File: src/rtl/mcpu_pkg.sv
// Shared MicroCPU definitions: default widths, fetch FSM states and opcode field layout.
package mcpu_pkg;

    localparam int WORD_SIZE    = 16;
    localparam int ADDR_WIDTH   = 8;
    localparam int OPCODE_WIDTH = 4;

    localparam logic [OPCODE_WIDTH-1:0] HALT_OPCODE = 4'hF;

    // The opcode occupies the top OPCODE_WIDTH bits of an instruction word.
    function automatic int opcode_msb(input int word_size);
        return word_size - 1;
    endfunction

    function automatic int opcode_lsb(input int word_size);
        return word_size - OPCODE_WIDTH;
    endfunction

    typedef enum logic [1:0] {
        ST_IDLE   = 2'd0,
        ST_FETCH  = 2'd1,
        ST_HALTED = 2'd2
    } fetch_state_e;

endpackage

File: src/rtl/mcpu_sat_counter.sv
// Saturating up-counter with enable; sticks at all-ones instead of wrapping.
module mcpu_sat_counter #(
    parameter int WIDTH = 16
) (
    input  logic             clk,
    input  logic             rst_n,
    input  logic             en,
    output logic [WIDTH-1:0] count
);

    logic [WIDTH-1:0] count_q;
    logic [WIDTH-1:0] count_d;

    always_comb begin
        count_d = count_q;
        if (en && (count_q != {WIDTH{1'b1}})) begin
            count_d = count_q + 1'b1;
        end
    end

    always_ff @(posedge clk or negedge rst_n) begin
        if (!rst_n) begin
            count_q <= '0;
        end else begin
            count_q <= count_d;
        end
    end

    assign count = count_q;

endmodule

File: src/rtl/mcpu_fetch_unit.sv
// MicroCPU instruction fetch stage: PC, instruction register and decode handshake.
// Optional HALT detection is enabled by defining MCPU_FETCH_HALT_DETECT_EN.
module mcpu_fetch_unit
    import mcpu_pkg::*;
#(
    parameter int                    WORD_SIZE  = mcpu_pkg::WORD_SIZE,
    parameter int                    ADDR_WIDTH = mcpu_pkg::ADDR_WIDTH,
    parameter logic [ADDR_WIDTH-1:0] RESET_PC   = '0
`ifdef MCPU_FETCH_HALT_DETECT_EN
    , parameter logic [OPCODE_WIDTH-1:0] HALT_OPCODE = mcpu_pkg::HALT_OPCODE
`endif
) (
    input  logic                  clk,
    input  logic                  rst_n,
    input  logic                  start,
    output logic [ADDR_WIDTH-1:0] instraddr,
    input  logic [WORD_SIZE-1:0]  instrrd,
    output logic [WORD_SIZE-1:0]  instr_out,
    output logic [ADDR_WIDTH-1:0] instr_pc,
    output logic                  instr_valid,
    input  logic                  instr_ready,
    input  logic                  redirect_valid,
    input  logic [ADDR_WIDTH-1:0] redirect_pc,
    output logic [15:0]           fetch_count,
    output logic                  halted,
    output fetch_state_e          state_dbg
);

    fetch_state_e          state_q, state_d;
    logic [ADDR_WIDTH-1:0] pc_q, pc_d;
    logic [WORD_SIZE-1:0]  instr_out_q, instr_out_d;
    logic [ADDR_WIDTH-1:0] instr_pc_q, instr_pc_d;
    logic                  instr_valid_q, instr_valid_d;
    logic                  advance;

    // Handshake: an instruction transfers on any cycle with instr_valid && instr_ready;
    // once raised, instr_valid and its payload hold until that transfer or a redirect flush.
    assign advance = !instr_valid_q || instr_ready;

    always_comb begin
        state_d       = state_q;
        pc_d          = pc_q;
        instr_out_d   = instr_out_q;
        instr_pc_d    = instr_pc_q;
        instr_valid_d = instr_valid_q;
        case (state_q)
            ST_IDLE: begin
                if (redirect_valid) begin
                    pc_d = redirect_pc;
                end
                if (start) begin
                    state_d = ST_FETCH;
                end
            end
            ST_FETCH: begin
                // Redirect wins over both stall and advance and drops the held word.
                if (redirect_valid) begin
                    pc_d          = redirect_pc;
                    instr_valid_d = 1'b0;
                end else if (advance) begin
                    instr_out_d   = instrrd;
                    instr_pc_d    = pc_q;
                    instr_valid_d = 1'b1;
                    pc_d          = pc_q + 1'b1;
`ifdef MCPU_FETCH_HALT_DETECT_EN
                    if (instrrd[opcode_msb(WORD_SIZE):opcode_lsb(WORD_SIZE)] == HALT_OPCODE) begin
                        state_d = ST_HALTED;
                    end
`endif
                end
            end
`ifdef MCPU_FETCH_HALT_DETECT_EN
            ST_HALTED: begin
                if (redirect_valid) begin
                    pc_d          = redirect_pc;
                    instr_valid_d = 1'b0;
                    state_d       = ST_FETCH;
                end else if (instr_ready) begin
                    instr_valid_d = 1'b0;
                end
            end
`endif
            default: begin
                state_d = ST_IDLE;
            end
        endcase
    end

    always_ff @(posedge clk or negedge rst_n) begin
        if (!rst_n) begin
            state_q       <= ST_IDLE;
            pc_q          <= RESET_PC;
            instr_out_q   <= '0;
            instr_pc_q    <= '0;
            instr_valid_q <= 1'b0;
        end else begin
            state_q       <= state_d;
            pc_q          <= pc_d;
            instr_out_q   <= instr_out_d;
            instr_pc_q    <= instr_pc_d;
            instr_valid_q <= instr_valid_d;
        end
    end

    mcpu_sat_counter #(
        .WIDTH(16)
    ) u_fetch_count (
        .clk  (clk),
        .rst_n(rst_n),
        .en   (instr_valid_q && instr_ready),
        .count(fetch_count)
    );

`ifdef MCPU_FETCH_HALT_DETECT_EN
    // Report halted only after decode has taken the HALT word itself.
    assign halted = (state_q == ST_HALTED) && !instr_valid_q;
`else
    assign halted = 1'b0;
`endif

    assign instraddr   = pc_q;
    assign instr_out   = instr_out_q;
    assign instr_pc    = instr_pc_q;
    assign instr_valid = instr_valid_q;
    assign state_dbg   = state_q;

endmodule

File: config.mk
export PLATFORM = sky130hd
export DESIGN_NAME = mcpu_fetch_unit
export DESIGN_NICKNAME = d
export VERILOG_FILES = /design/src/rtl/mcpu_pkg.sv /design/src/rtl/mcpu_sat_counter.sv /design/src/rtl/mcpu_fetch_unit.sv
export SDC_FILE = /design/constraint.sdc
export NUM_CORES = 1
export LEC_CHECK = 0
export ABC_AREA = 0
export CAP_MARGIN = 20
export CORE_AREA = 2 2 60 104
export CTS_BUF_LIST = sky130_fd_sc_hd__clkbuf_8
export DETAILED_ROUTE_END_ITERATION = 12
export DIE_AREA = 0 0 62 106
export PLACE_DENSITY = 0.71
export SYNTH_ARGS = -nofsm -noshare
export SYNTH_HDL_FRONTEND = slang
export SYNTH_SLANG_ARGS = --single-unit
File: constraint.sdc
create_clock -name clk -period 3.23 [get_ports clk]
set_clock_uncertainty 0.05 [all_clocks]
set_input_delay 0.646 -clock clk [delete_from_list [all_inputs] [get_ports clk]]
set_output_delay 0.646 -clock clk [all_outputs]
set_load 0.005 [all_outputs]
==> impl_metrics.env <==
export IMPL_ys_types=38
export IMPL_ys_warn_count=0
export IMPL_ys_seq_area_share_pct=56.4
export IMPL_nNetsFinal=289
export IMPL_core_mm2=0.00579
export IMPL_slew_limit_headroom_pct=49.1
export IMPL_grt_pass1_wl_um=7890
export IMPL_fin_tns_setup_ns=0
export IMPL_postRouteAntennaNets=0
export IMPL_post_dp_cell_area_mm2=0.00308
export IMPL_cts_setup_buffers=0
export IMPL_grt_ovfl_total=0
export IMPL_rows=37
export IMPL_end_kind="register"
export IMPL_area_growth_syn_to_layout_pct=43.8
export IMPL_synth_seq_cells=50
export IMPL_fmax_ghz=0.448
export IMPL_clock_path_buffers=2
export IMPL_post_place_ws_ns=0.670
export IMPL_critPathLaunchType="input port"
export IMPL_grt_pass1_vias=1681
export IMPL_fin_cells=336
export IMPL_numCtsBuffers=5
export IMPL_antenna_found_initial=0
export IMPL_dp_cells=329
export IMPL_r2r_start="u_fetch_count.count[0]"
export IMPL_status="finished clean"
export IMPL_drt_wl_total_um=4940
export IMPL_hold_viol=0
export IMPL_post_route_min_period_ns=2.23
export IMPL_chipHeight_um=106
export IMPL_final_setup_worst_slack_ns=0.996
export IMPL_power_leakage_nw=1.40
export IMPL_p_total_mw=1.67
export IMPL_critPathRequiredTime_ns=3.37
export IMPL_via_per_inst=4.97
export IMPL_num_io_pins=81
export IMPL_post_route_period_util_pct=69.2
export IMPL_synth_top_area_share_pct=56.4
export IMPL_cp_arrival_ns=2.37
export IMPL_routedWlPerCell_um=14.7
export IMPL_diodes=0
export IMPL_grt_max_degree=39
export IMPL_stdcell_area_mm2=0.00319
export IMPL_cts_root_buf="clkbuf_8"
export IMPL_tritoncts="yes"
export IMPL_drv_cap=0
export IMPL_portBuffers=78
export IMPL_slowest_stage="clkdlybuf4s50_1"
export IMPL_fin_hold_ws_ns=0.163
export IMPL_crit_path_max_fanout=24
export IMPL_synthCells=177
export IMPL_dieWidth_um=62
export IMPL_firstDrtPassIters=4
export IMPL_synthTopCellsByArea="dfrtp_1, mux2_2, xor2_1"
export IMPL_gp_congestion=0.727
export IMPL_cts_sinks=50
export IMPL_worstSetupPathType="in -> reg"
export IMPL_cp_cell_sequence="clkdlybuf4s50_1 > nand2b_1 > nand2_1 > nor2_2 > buf_4 > mux2_2"
export IMPL_cts_reportedPaths_clkPinSlew_ns=0.09
export IMPL_setup_violations=0
export IMPL_clock_latency_ns=0.30
export IMPL_htree_levels=2
export IMPL_p_per_area_mw_per_mm2=523
export IMPL_dpl_hpwl_um=3560
export IMPL_drv_slew=0
export IMPL_worst_pin_slew_ns=0.757
export IMPL_post_route_drc_count=0
export IMPL_die_area_mm2=0.00657
export IMPL_rsz0062_at_grt="false"
export IMPL_utilization_pct=55.1
export IMPL_start_util_pct=38.3
export IMPL_synth_largest_area_cell="dfrtp_1"
export IMPL_drt_iter0_markers=37
export IMPL_vdd_drop_max_mv=0.335
export IMPL_slowest_delay_ns=0.49
export IMPL_hold_path_class="in -> async"
export IMPL_drive_gt1_share_pct=17.4
export IMPL_timing_critical_path_from="instr_ready"
export IMPL_cts_resized=0
export IMPL_holdBufCountCts=0
export IMPL_synth_area_per_cell_um2=12.5
export IMPL_netlist_area_mm2=0.00222
export IMPL_vias=1669
export IMPL_grt_usage_pct=15.8
cells in the final DEF, fill, tap and decap left out, drive strengths merged, types with 4 or more instances in the layout:
master,count
clkdlybuf4s50,77
dfrtp,50
mux2,25
xor2,17
nand2,12
nand3,9
o21ai,6
clkbuf,6
nand4,6
nor3,5
nor4,5
buf,4
nor2,4
sequential cells by signal (all words and copies together) (netlist names):
name,cells
instr_out,16
instr_pc,8
instr_valid,1
instraddr,8
state_dbg,1
u_fetch_count.count,16
kinds of logic after synthesis:
logic type                 count (synthesis)  share of synthesized area (%)
other                                      1                          0.169
adders and majority gates                  2                           1.13
muxes                                     27                           13.6
buffers and inverters                     11                           2.37
and+or+nand+nor                           56                           15.9
DFF                                       50                           56.4
xor gates and xnor gates                  18                           7.11
AOI/OAI and AO/OA                         12                           3.33
cells in the mapped netlist (all sizes together):
cell,instances
dfrtp,50
mux2,25
nand4,6
o31ai,1
nor3b,1
o21ai,6
nor4b,3
or3,1
clkbuf,3
a211o,1
o21a,1
ha,2
conb,1
a31oi,1
buf,5
and3,1
and4b,1
a41oi,1
xnor2,1
and4,2
inv,3
nor2,4
and2,2
or2,3
nand3,9
nand2b,1
nor3,5
mux2i,2
xor2,17
nand2,12
nor4,5
a21oi,1
report_power, final:
part           internal [mW]  total [mW]  switching (mW)  leakage (nW)
Combinational          0.275       0.408           0.133         0.729
Sequential             0.721       0.815          0.0938         0.610
Clock                  0.248       0.444           0.196        0.0573
metal layers:
metal | global-route usage [%] | wire length, um | vias to the layer above
met4 | 5.02 | 69 | 0
met5 | 0 | 0 | -
met1 | 18.1 | 1920 | 819
li1 | - | - | 785
met3 | 4.26 | 362 | 6
met2 | 27.4 | 2580 | 59
worst max-delay path, delay by kind of cell:
family | cells | cell delay [ns]
muxes | 1 | 0.38
and+or+nand+nor | 3 | 0.54
buffers and inverters | 2 | 0.80
final cells by class:
class,instances,area [um2]
fillers,508,2600
repair buffers,81,798
well taps,78,97.6
clock inverters,1,30.0
multi-input cells,117,917
flip-flops and latches,50,1250
clock buffers,6,82.6
inverters,3,11.3
final timing paths:
check | slack, ns | end | depth (start not counted)
worst min register to register | 0.45 | u_fetch_count.count[11] | 1
worst min-delay path | 0.16 | instr_pc[7] | 1
min in group clk | 0.45 | u_fetch_count.count[11] | 1
max in group asynchronous | 2.18 | u_fetch_count.count[12] | 2
worst max register to register | 1.14 | u_fetch_count.count[14] | 5
worst max-delay path | 1.0 | instr_out[9] | 6
Note: power is estimated with default switching activity, not from simulation.
